--- src/rtl/alu_op_sequencer.sv ---
// Command-side sequencer for one ALU: queues tagged commands, issues them one at a time,
// and returns the captured ALU result (or an illegal-opcode error) over a valid/ready port.
module alu_op_sequencer #(
    parameter int DATA_WIDTH  = 8,
    parameter int FIFO_DEPTH  = 4,
    parameter int TAG_WIDTH   = 4,
    parameter int ALU_LATENCY = 1
) (
    input  logic                          clock,
    input  logic                          reset_n,
    input  logic                          cmd_valid,
    output logic                          cmd_ready,
    input  logic [2:0]                    cmd_opcode,
    input  logic signed [DATA_WIDTH-1:0]  cmd_a,
    input  logic signed [DATA_WIDTH-1:0]  cmd_b,
    input  logic [TAG_WIDTH-1:0]          cmd_tag,
    output logic                          alu_enable,
    output logic [2:0]                    alu_opcode,
    output logic signed [DATA_WIDTH-1:0]  alu_input1,
    output logic signed [DATA_WIDTH-1:0]  alu_input2,
    input  logic signed [DATA_WIDTH-1:0]  alu_output,
    output logic                          rsp_valid,
    input  logic                          rsp_ready,
    output logic signed [DATA_WIDTH-1:0]  rsp_result,
    output logic [TAG_WIDTH-1:0]          rsp_tag,
    output logic                          rsp_error,
    output logic [$clog2(FIFO_DEPTH):0]   fifo_count
);

    localparam int PTR_W   = $clog2(FIFO_DEPTH);
    localparam int CNT_W   = PTR_W + 1;
    localparam int WCNT_W  = (ALU_LATENCY > 1) ? $clog2(ALU_LATENCY) : 1;
    localparam int ENTRY_W = 3 + 2 * DATA_WIDTH + TAG_WIDTH;

    typedef enum logic [1:0] {IDLE, ISSUE, WAIT, RESP} state_t;

    state_t                         state, state_nxt;
    logic [ENTRY_W-1:0]             mem [FIFO_DEPTH];
    logic [PTR_W-1:0]               wr_ptr, rd_ptr;
    logic [CNT_W-1:0]               count_nxt;
    logic [WCNT_W-1:0]              wait_cnt;
    logic                           push, pop, wait_last, head_legal;
    logic [ENTRY_W-1:0]             head;
    logic [2:0]                     head_op;
    logic signed [DATA_WIDTH-1:0]   head_a, head_b;
    logic [TAG_WIDTH-1:0]           head_tag;

    assign push       = cmd_valid & cmd_ready;
    assign pop        = (state == IDLE) && (fifo_count != '0);
    assign head       = mem[rd_ptr];
    assign head_op    = head[ENTRY_W-1 -: 3];
    assign head_a     = head[TAG_WIDTH+2*DATA_WIDTH-1 -: DATA_WIDTH];
    assign head_b     = head[TAG_WIDTH+DATA_WIDTH-1 -: DATA_WIDTH];
    assign head_tag   = head[TAG_WIDTH-1:0];
    assign head_legal = (head_op <= 3'd2);
    assign wait_last  = (wait_cnt == WCNT_W'(ALU_LATENCY - 1));

    always_comb begin
        count_nxt = fifo_count;
        case ({push, pop})
            2'b10:   count_nxt = fifo_count + 1'b1;
            2'b01:   count_nxt = fifo_count - 1'b1;
            default: count_nxt = fifo_count;
        endcase
    end

    // cmd_ready is registered from the next occupancy so a same-cycle pop never frees a full FIFO
    always_ff @(posedge clock or negedge reset_n) begin
        if (!reset_n) begin
            wr_ptr     <= '0;
            rd_ptr     <= '0;
            fifo_count <= '0;
            cmd_ready  <= 1'b0;
        end else begin
            if (push) wr_ptr <= wr_ptr + 1'b1;
            if (pop)  rd_ptr <= rd_ptr + 1'b1;
            fifo_count <= count_nxt;
            cmd_ready  <= (count_nxt != CNT_W'(FIFO_DEPTH));
        end
    end

    always_ff @(posedge clock) begin
        if (push) mem[wr_ptr] <= {cmd_opcode, cmd_a, cmd_b, cmd_tag};
    end

    always_ff @(posedge clock or negedge reset_n) begin
        if (!reset_n) state <= IDLE;
        else          state <= state_nxt;
    end

    always_comb begin
        state_nxt = state;
        case (state)
            IDLE:    if (fifo_count != '0) state_nxt = head_legal ? ISSUE : RESP;
            ISSUE:   state_nxt = WAIT;
            WAIT:    if (wait_last) state_nxt = RESP;
            RESP:    if (rsp_ready) state_nxt = IDLE;
            default: state_nxt = IDLE;
        endcase
    end

    always_comb begin
        alu_enable = (state == ISSUE);
        rsp_valid  = (state == RESP);
    end

    // Illegal opcodes never reach the ALU: the response is formed directly at pop time
    always_ff @(posedge clock or negedge reset_n) begin
        if (!reset_n) begin
            wait_cnt   <= '0;
            alu_opcode <= '0;
            alu_input1 <= '0;
            alu_input2 <= '0;
            rsp_result <= '0;
            rsp_tag    <= '0;
            rsp_error  <= 1'b0;
        end else begin
            if (state == ISSUE)     wait_cnt <= '0;
            else if (state == WAIT) wait_cnt <= wait_cnt + 1'b1;
            if (pop) begin
                rsp_tag <= head_tag;
                if (head_legal) begin
                    alu_opcode <= head_op;
                    alu_input1 <= head_a;
                    alu_input2 <= head_b;
                end else begin
                    rsp_result <= '0;
                    rsp_error  <= 1'b1;
                end
            end
            if (state == WAIT && wait_last) begin
                rsp_result <= alu_output;
                rsp_error  <= 1'b0;
            end
        end
    end

endmodule

--- config.mk ---
export PLATFORM = sky130hd
export DESIGN_NAME = alu_op_sequencer
export DESIGN_NICKNAME = d
export VERILOG_FILES = /design/src/rtl/alu_op_sequencer.sv
export SDC_FILE = /design/constraint.sdc
export NUM_CORES = 1
export LEC_CHECK = 0
export CORE_ASPECT_RATIO = 1.4
export CORE_MARGIN = 3
export CORE_UTILIZATION = 49
export DETAILED_ROUTE_END_ITERATION = 6
export HOLD_SLACK_MARGIN = 0.06
export PLACE_DENSITY = 0.72
export SLEW_MARGIN = 20
export SYNTH_ARGS = -nofsm -noshare
export SYNTH_HDL_FRONTEND = slang
export SYNTH_SLANG_ARGS = --single-unit
--- constraint.sdc ---
create_clock -name clock -period 2.25 [get_ports clock]
set_input_delay 0.675 -clock clock [delete_from_list [all_inputs] [get_ports clock]]
set_output_delay 0.675 -clock clock [all_outputs]
set_load 0.05 [all_outputs]
Yosys cells after proc, flatten, opt, wreduce, memory -nomap -nowiden
Memory sizes are Yosys's and may differ from the RTL's.
Index checks and enable logic that the tools add are counted.
- register bits: 43
- memory bits (writable): 92
- memories kept: 1
- add/sub/neg operators: 5
- magnitude comparators: 1
- equal/unequal tests: 10
- multiplexer cells: 16
- bitwise operators: 2
- reductions and logical operators: 9
- memories (memory ; depth ; bits a word ; rd ports ; clocked after memory_dff ; write ports ; line ; text):
    mem ; 4 ; 23 ; 1 ; 0 ; 1 ; 38 ; logic [ENTRY_W-1:0] mem [FIFO_DEPTH];
- operators by type and width (operator ; count):
    $mux W8 ; 3
    $mux W2 ; 4
    $pmux W2 S4 ; 1
    $mux W1 ; 7
    $eq A2 B2 Y1 const B ; 3
    $ne A2 B1 Y1 const B ; 3
    $pmux W3 S2 ; 1
    $add A2 B1 Y2 const B ; 2
    $eq A2 B1 Y1 const B ; 2
    $reduce_and A2 Y1 ; 2
    $reduce_bool A2 Y1 ; 2
    $add A3 B1 Y3 const B ; 1
    $le A3 B2 Y1 const B ; 1
    $ne A3 B3 Y1 const B ; 1
    $reduce_and A3 Y1 ; 1
    $reduce_bool A3 Y1 ; 1
    $sub A3 B1 Y3 const B ; 1
    $logic_and A1 B1 Y1 ; 2
    $logic_not A2 Y1 ; 1
    $ne A2 B2 Y1 const B ; 1
    $add A1 B1 Y1 const B ; 1
    $and A1 B1 Y1 ; 1
    $not A1 Y1 ; 1

Depth between registers and ports, before layout
Gate-level depths: netlist of run 1.
- depth after elaboration: 5
- mapped depth: 10
- gate-level depth less buffers: 10

Least setup slack after synthesis of run 1
No wires, ideal clock.
- path kind: reg-to-reg
- start point: register fifo_count[1]
- end point: register cmd_ready
- library setup time: 0.124 ns
- arrival time: 2.499 ns
- setup slack: -0.373 ns
- cell stages (with the launch flop): 9
- buffers on the path: 0
- period minus slack after synthesis: 2.623 ns
- cells stage by stage: dfrtp_1 -> o31ai_2 -> inv_1 -> ha_1 -> inv_1 -> fa_1 -> xor2_1 -> or3_1 -> a211o_1
- word-level cells in the longest chain between the ends: 5
- elaborated cells on any way between the ends: 8
- those cells by class: 2 x add/sub; 3 x eq/ne; 1 x mux; 2 x reduce/logical
- ends and longest elaborated chain (element ; line ; text):
    start, declared ; 27 ; output logic [$clog2(FIFO_DEPTH):0] fifo_count
    start signal, assigned ; 77 ; fifo_count <= count_nxt;
    $reduce_bool A3 Y1 (*) ; 49 ; assign pop = (state == IDLE) && (fifo_count != '0);
    $logic_and A1 B1 Y1 (*) ; 49 ;
    via pop ; 42 ; logic push, pop, wait_last, head_legal;
    $eq A2 B1 Y1 / $eq A2 B2 Y1 (equally long branches) ; 60 ; case ({push, pop})
    $pmux W3 S2 (*) ; 60 ;
    $ne A3 B3 Y1 (*) ; 78 ; cmd_ready <= (count_nxt != CNT_W'(FIFO_DEPTH));
    end signal, assigned ; 78 ;
    end, declared ; 12 ; output logic cmd_ready,
The timed path passes the listed nets; every way through them passes the cells marked *.
A chain may end at the register's enable or synchronous reset.

Final worst setup path of run 1
- start point: register state[1]
- end point: register cmd_ready
- word-level cells in the longest chain between the ends: 5
- elaborated cells on any way between the ends: 6
- those cells by class: 3 x eq/ne; 1 x mux; 2 x reduce/logical
- ends and longest elaborated chain (element ; line ; text):
    start, declared ; 37 ; state_t state, state_nxt;
    start signal, assigned ; 88 ; else state <= state_nxt;
    $logic_not A2 Y1 (*) ; 49 ;
    $logic_and A1 B1 Y1 (*) ; 49 ;
    via pop ; 42 ;
    $eq A2 B1 Y1 / $eq A2 B2 Y1 (equally long branches) ; 60 ;
    $pmux W3 S2 (*) ; 60 ;
    $ne A3 B3 Y1 (*) ; 78 ;
Marks and branches as above.

==> results of run 1 <==
==> registers in the layout, indices dropped and copies added (netlist names), 2 cells and up <==
register / count
wr_ptr: 2
alu_opcode: 3
fifo_count: 3
state: 2
rd_ptr: 2
rsp_tag: 4
alu_input1: 8
alu_input2: 8
rsp_result: 8
mem: 92
==> cell families (layout without fill, tap and decap cells) <==
| family | after synthesis | count (layout) | synth area share |
|---|---|---|---|
| AOI/OAI and AO/OA | 18 | 18 | 0.0247 |
| xor gates and xnor gates | 5 | 5 | 0.00832 |
| adders and majority gates | 11 | 11 | 0.0276 |
| buffers and inverters | 19 | 137 | 0.0171 |
| DFF | 135 | 135 | 0.729 |
| muxes | 52 | 52 | 0.165 |
| and+or+nand+nor | 30 | 30 | 0.0281 |
==> cell type report <==
| cell class | instances | area [um^2] |
|---|---|---|
| sequential | 135 | 3840 |
| fill | 670 | 3480 |
| multi-input combinational | 116 | 1370 |
| timing repair buffer | 96 | 963 |
| clock buffer | 29 | 520 |
| tap | 138 | 173 |
| inverter | 9 | 33.8 |
| clock inverter | 3 | 17.5 |
==> Yosys cell counts, drive strengths merged <==
cell / number
mux2: 20
o31ai: 3
mux4: 23
a211o: 1
nor2: 2
a211oi: 2
nand2b: 1
o21ai: 1
fa: 1
buf: 5
nor2b: 2
clkbuf: 5
ha: 10
nor4b: 1
a21o: 1
xor2: 1
and3: 4
a22o: 1
edfxtp: 92
nor4: 1
a21oi: 9
mux2i: 9
xnor2: 4
or3: 2
dfrtp: 43
inv: 9
and2: 2
nand2: 15
==> power groups by stage <==
stage | Clock (mW) | Sequential (mW) | Combinational (mW)
3_5_place_dp | 0 | 3.82 | 4.49
6_report | 2.46 | 3.76 | 4.41
3_3_place_gp | 0 | 3.77 | 4.38
2_1_floorplan | 0 | 4.76 | 2.07
4_1_cts | 2.53 | 3.78 | 4.43
5_1_grt | 2.63 | 3.83 | 4.69
==> per-stage QoR <==
stage          TNS, ps  worst slack, ps  power (mW)  std cells
3_3_place_gp      -538             -404        8.15        489
5_1_grt          -37.7            -37.7        11.1        526
2_1_floorplan    -23.4            -23.4        6.83        270
4_1_cts          -1.73            -1.73        10.7        521
6_report             0             35.3        10.6        526
3_5_place_dp      -671             -479        8.31        489
==> per-layer routing <==
layer	wire, um	global-route usage	share of wire	vias up
li1	-	-	-	1255
met5	0	0	0	-
met3	335	0.0439	0.033	14
met2	5640	0.316	0.56	69
met4	163	0.0757	0.016	0
met1	3950	0.208	0.39	1458
==> timing repair <==
| item | 4_1_cts | 5_1_grt |
|---|---|---|
| setup endpoints to repair | 17 | 14 |
| resized for setup | 18 | 14 |
| cloned | 0 | 0 |
| pin swaps | 0 | 1 |
| setup buffers | 0 | 5 |
==> how the worst max path moves through the flow <==
stage	cells past startpoint	to	slack, ps
2_1_floorplan	8	cmd_ready	-20
3_3_place_gp	8	cmd_ready	-400
3_5_place_dp	8	cmd_ready	-480
4_1_cts	10	cmd_ready	-2
5_1_grt	10	cmd_ready	-40
6_report	10	cmd_ready	40
==> out/metrics.yaml, run 1 <==
placement:
  gp_congestion: 0.764
  port-buffer-count: 72
  dpl.hpwl_um: 6410
  post_dp_cell_area_um2: 6330
timing:
  finalCritPeriodShare: 0.984
  slew_headroom: 0.646
  slew_violations: 0
  hold_violations: 0
  tightest_slew_ps: 524
  whs_ps: 225
  finalCriticalPeriod_ps: 2210
  rsz0062_at_grt: "yes"
  max_clock_freq_mhz: 452
  clock_skew_ps: 7.97
  setup_viol: 0
critical_path:
  regToRegEndpoint: "cmd_ready"
  crit_path_cell_trace: "inv_2 > ha_4 > o31ai_4 > inv_2 > ha_4 > inv_1 > fa_2 > xor2_1 > or3_1 > a211o_1"
  r2r_slack_ps: 40
  cp_top_family: "adder cells"
  path_buf_inv: 3
  end_kind: "flip-flop"
  path_class: "reg2reg"
  slowest_delay_ps: 390
  critical_path_arrival_ps: 2490
  worstPathRequired_ps: 2530
  crit_start: "state[1]"
  rr_startpoint: "state[1]"
  start_kind: "flip-flop"
  cp_slowest_cell: "dfrtp_1"
  reg2regPathDepth: 10
  critPathMaxFanout: 3
die:
  coreArea_um2: 10400
  start_util: 0.506
  die_area_um2: 12000
  die_w_um: 93.6
  boundaryPins: 73
  dieHeight_um: 129
  core.rowCount: 44
synth:
  syn_avg_cell_area_um2: 19.5
  syn_nets: 316
  yosysSeqAreaShare: 0.729
  synthCells: 270
  ys_seq_elements: 135
  ys_warn_count: 0
  yosys-top-cells-area: "edfxtp_1 (52%), dfrtp_1 (20%), mux4_2 (9.8%)"
  synth_top_area_frac: 0.525
  synth_top_area_cell: "edfxtp_1"
  synth.cell_area_um2: 5260
  synth_cell_types: 33
grt:
  grt_max_degree: 29
  antenna_found_initial: 0
  overflow: 0
  grt_pass1_wl_um: 15800
  grt_pass1_vias: 3040
  grt_usage: 0.179
detailed_routing:
  firstDrtPassIters: 4
  drt_iter0_drc: 153
  vias: 2796
  final_antenna_net_count: 0
  wl_um: 10100
  drc: 0
  drt-vias-per-instance: 5.32
  wl_per_cell_um: 19.2
layout:
  fin_area_um2: 6920
  layout_common_cells: "edfxtp_1 (92), dfrtp_1 (39), clkdlybuf4s50_1 (32)"
  n_antenna_cell: 0
  final_nets: 421
  area_growth_pct: 31.6
  drive_gt1_frac: 0.296
  post-route-util: 0.665
  final_common_cell: "edfxtp_1"
cts:
  clock_path_buffers: 2
  holdBufCountCts: 0
  tritoncts: "yes"
  cts-root-buf: "clkbuf_16"
  htreeDepth: 4
  cts.clk_slew.worst_paths_ps: 50
  clk_latency_ps: 400
  numCtsBuffers: 17
  clock-sinks: 135
power_and_ir_drop:
  p_sw_mw: 3.83
  seq_power_share: 0.354
  pwr-share-comb: 0.415
  power.density_nw_per_um2: 1540
  ir_drop_mv: 0.823
  clkPwrFrac: 0.232
  leakage_nw: 2.84
  intPower_mw: 6.80
  p_sw_frac: 0.360
outcome:
  outcome: "completed"
worst_hold_path:
  hold_class: "in2async"
run:
  max_cap_viol_count: 0
Note: power is estimated with default switching activity, not from simulation.
==> run 2: changes to the inputs <==
--- a/config.mk
+++ b/config.mk
@@ -5,12 +5,13 @@
 export SDC_FILE = /design/constraint.sdc
 export NUM_CORES = 1
 export LEC_CHECK = 0
+export ABC_AREA = 1
 export CORE_ASPECT_RATIO = 1.4
 export CORE_MARGIN = 3
 export CORE_UTILIZATION = 49
 export DETAILED_ROUTE_END_ITERATION = 6
 export HOLD_SLACK_MARGIN = 0.06
-export PLACE_DENSITY = 0.72
+export PLACE_DENSITY = 0.71
 export SLEW_MARGIN = 20
 export SYNTH_ARGS = -nofsm -noshare
 export SYNTH_HDL_FRONTEND = slang
==> run 2 against run 1 <==
Against the previous run: synthesized area rose by 3.1%; synthesized cell count up 66%; cell area is 2.0% higher; hold slack worse by 56 ps; critical endpoint unchanged; die area increased by 2.9%; critical path depth is 1 higher; total power rose by 3.9%; utilization is 0.25 points higher; critical path type unchanged; combinational power grew 3%; clock skew rose by 2.5 ps; first-iteration DRC count grew 55%; highest routed layer unchanged.
==> out/metrics.yaml, run 2 <==
synth:
  synth.cell_area_um2: 5430
  synth_top_area_cell: "edfxtp_1"
  synth_edf_count: 92
  ys_seq_elements: 135
  synth_cell_types: 28
  syn_nets: 494
  yosysMostFrequentCell: "edfxtp_1"
  synthFlopType: "edfxtp_1"
  syn_avg_cell_area_um2: 12.1
  ys_async_sr_fraction: 0.319
  synth_common_cells: "edfxtp_1 (92), nand2_1 (71), nor2_1 (61)"
  yosys-top-cells-area: "edfxtp_1 (51%), dfrtp_1 (20%), nand2_1 (4.9%)"
  synth_top_area_frac: 0.509
  yosysSeqAreaShare: 0.707
  ys_warn_count: 0
  synthCells: 448
grt:
  grt_pass1_vias: 3739
  grt_max_degree: 31
  grt_pass1_wl_um: 18300
  antenna_found_initial: 0
  met1_usage: 0.224
  top_usage_layer: "met2"
  use_met2: 0.350
  grtUsageMet3: 0.0452
  grt_usage: 0.199
  overflow: 0
cts:
  clk_latency_ps: 410
  numCtsBuffers: 17
  cts-root-buf: "clkbuf_16"
  htreeDepth: 4
  tritoncts: "yes"
  clock-sinks: 135
  clock_path_buffers: 2
  cts.clk_slew.worst_paths_ps: 60
  holdBufCountCts: 0
detailed_routing:
  vias: 3620
  final_antenna_net_count: 0
  drt-vias-per-instance: 5.19
  firstDrtPassIters: 5
  wl_per_cell_um: 16.4
  drt_iter0_drc: 237
  wl_um: 11400
  drc: 0
critical_path:
  r2r_slack_ps: 190
  crit_path_cell_trace: "inv_2 > ha_2 > inv_1 > a31oi_4 > ha_2 > inv_1 > fa_2 > a21oi_1 > o21ai_1 > xor2_1 > nand2_1"
  critPathMaxFanout: 4
  cp_slowest_cell: "dfrtp_1"
  path_class: "reg2reg"
  start_kind: "flip-flop"
  end_kind: "flip-flop"
  critical_path_arrival_ps: 2350
  worstPathRequired_ps: 2540
  cp_top_family: "adder cells"
  path_buf_inv: 3
  slowest_delay_ps: 400
power_and_ir_drop:
  p_sw_frac: 0.397
  ir_drop_mv: 0.780
  clkPwrFrac: 0.261
  pwr-share-comb: 0.410
  p_sw_mw: 4.39
  seq_power_share: 0.329
  power.density_nw_per_um2: 1570
  leakage_nw: 3.03
  intPower_mw: 6.66
die:
  coreArea_um2: 10600
  die_w_um: 94.9
  start_util: 0.513
  dieHeight_um: 131
  die_area_um2: 12400
  core.rowCount: 44
  boundaryPins: 73
outcome:
  outcome: "completed"
layout:
  multi_input_area_um2: 1340
  largest_reg_flops: 92
  layout_common_cells: "edfxtp_1 (92), nand2_1 (71), nor2_1 (57)"
  n_antenna_cell: 0
  fillers: 801
  final_nets: 592
  top_register: "mem"
  area_growth_pct: 30.1
  seqCellArea_um2: 3840
  drive_gt1_frac: 0.182
  final_common_cell: "edfxtp_1"
  layoutNonFillerInstCount: 697
timing:
  finalCriticalPeriod_ps: 2060
  rsz0062_at_grt: "no"
  max_clock_freq_mhz: 485
  setup_viol: 0
  hold_violations: 0
  slew_headroom: 0.656
  finalSetupTns_ps: 0
  finalCritPeriodShare: 0.916
  clock_skew_ps: 10.5
  tightest_slew_ps: 515
  slew_violations: 0
placement:
  port-buffer-count: 72
  gp_congestion: 0.753
  dp_cells: 663
  dpl.hpwl_um: 7290
worst_hold_path:
  hold_class: "in2async"
run:
  max_cap_viol_count: 0
## run 2: cell types whose count changed after synthesis, sizes merged, moves of 4 or more
| cell | before | now |
|---|---|---|
| o22ai | 0 | 16 |
| clkbuf | 5 | 9 |
| nand3 | 0 | 9 |
| nor2 | 2 | 61 |
| mux2 | 20 | 0 |
| nand2 | 15 | 73 |
| mux2i | 9 | 0 |
| inv | 9 | 47 |
| and3 | 4 | 0 |
| a21oi | 9 | 4 |
| a31oi | 0 | 5 |
| mux4 | 23 | 0 |
| o21ai | 1 | 62 |
## run 2: layout make-up
cell class | count | area share
clock inverter | 12 | 0.0248
multi-input combinational | 249 | 0.190
tap | 138 | 0.0245
sequential | 135 | 0.544
timing repair buffer | 96 | 0.129
clock buffer | 20 | 0.0633
inverter | 47 | 0.0250
## run 2: worst paths after layout
check | start | end | cells past startpoint
setup / recovery | state[0] | cmd_ready | 11
hold / removal | reset_n | alu_opcode[1] | 1
setup reg to reg | state[0] | cmd_ready | 11
hold reg to reg | rsp_result[7] | rsp_result[7] | 2
max in group asynchronous | reset_n | alu_input1[4] | 2
min in group clock | rsp_result[7] | rsp_result[7] | 2
## run 2: worst reg2reg max path: stages (launching register included)
cell and delay, ps:
dfrtp_1 400, inv_2 90, ha_2 180, inv_1 70, a31oi_4 150, ha_2 180
inv_1 50, fa_2 340, a21oi_1 120, o21ai_1 90, xor2_1 190, nand2_1 70
## run 2: logic make-up (layout without fill, tap and decap cells)
logic type,Yosys count,after routing,share of synthesized area
AO/OA/AOI/OAI,87,87,0.0987
AND/OR/NAND/NOR,146,146,0.108
flip-flops,135,135,0.707
adder cells (fa/ha/maj),11,11,0.0267
buffers and inverters,64,175,0.0507
XOR/XNOR,5,5,0.00807
## run 2: power by group through the flow
| stage | Sequential [mW] | Combinational [mW] | Clock, mW |
|---|---|---|---|
| finish | 3.63 | 4.54 | 2.89 |
| global route | 3.69 | 4.99 | 3.06 |
| CTS | 3.64 | 4.54 | 2.94 |
| detailed placement | 3.68 | 4.60 | 0 |
| global placement | 3.65 | 4.50 | 0 |
| floorplan | 4.64 | 2.22 | 0 |
## run 2: timing repair
item / CTS / global route
gates resized for setup: 20 / 16
pin swaps: 0 / 3
endpoints found under the setup margin: 20 / 11
buffers inserted: 0 / 2
## run 2: stage by stage
| stage | util | instance area, um^2 | hold WS [ps] | setup slack (ps) | total power [mW] |
|---|---|---|---|---|---|
| floorplan | - | 5430 | 379 | -73.2 | 6.86 |
| global placement | 0.606 | 6410 | 449 | -85.2 | 8.15 |
| detailed placement | 0.606 | 6410 | 453 | -174 | 8.28 |
| CTS | 0.663 | 7010 | 161 | 0.270 | 11.1 |
| global route | 0.668 | 7060 | 178 | 10.8 | 11.7 |
| finish | 0.668 | 7060 | 169 | 190 | 11.1 |
## run 2: per-layer routing
metal | routed length, um | up-vias | share of wire
met5 | 0 | - | 0
met1 | 4460 | 1776 | 0.39
met2 | 6210 | 104 | 0.54
met3 | 539 | 19 | 0.047
li1 | - | 1721 | -
met4 | 219 | 0 | 0.019
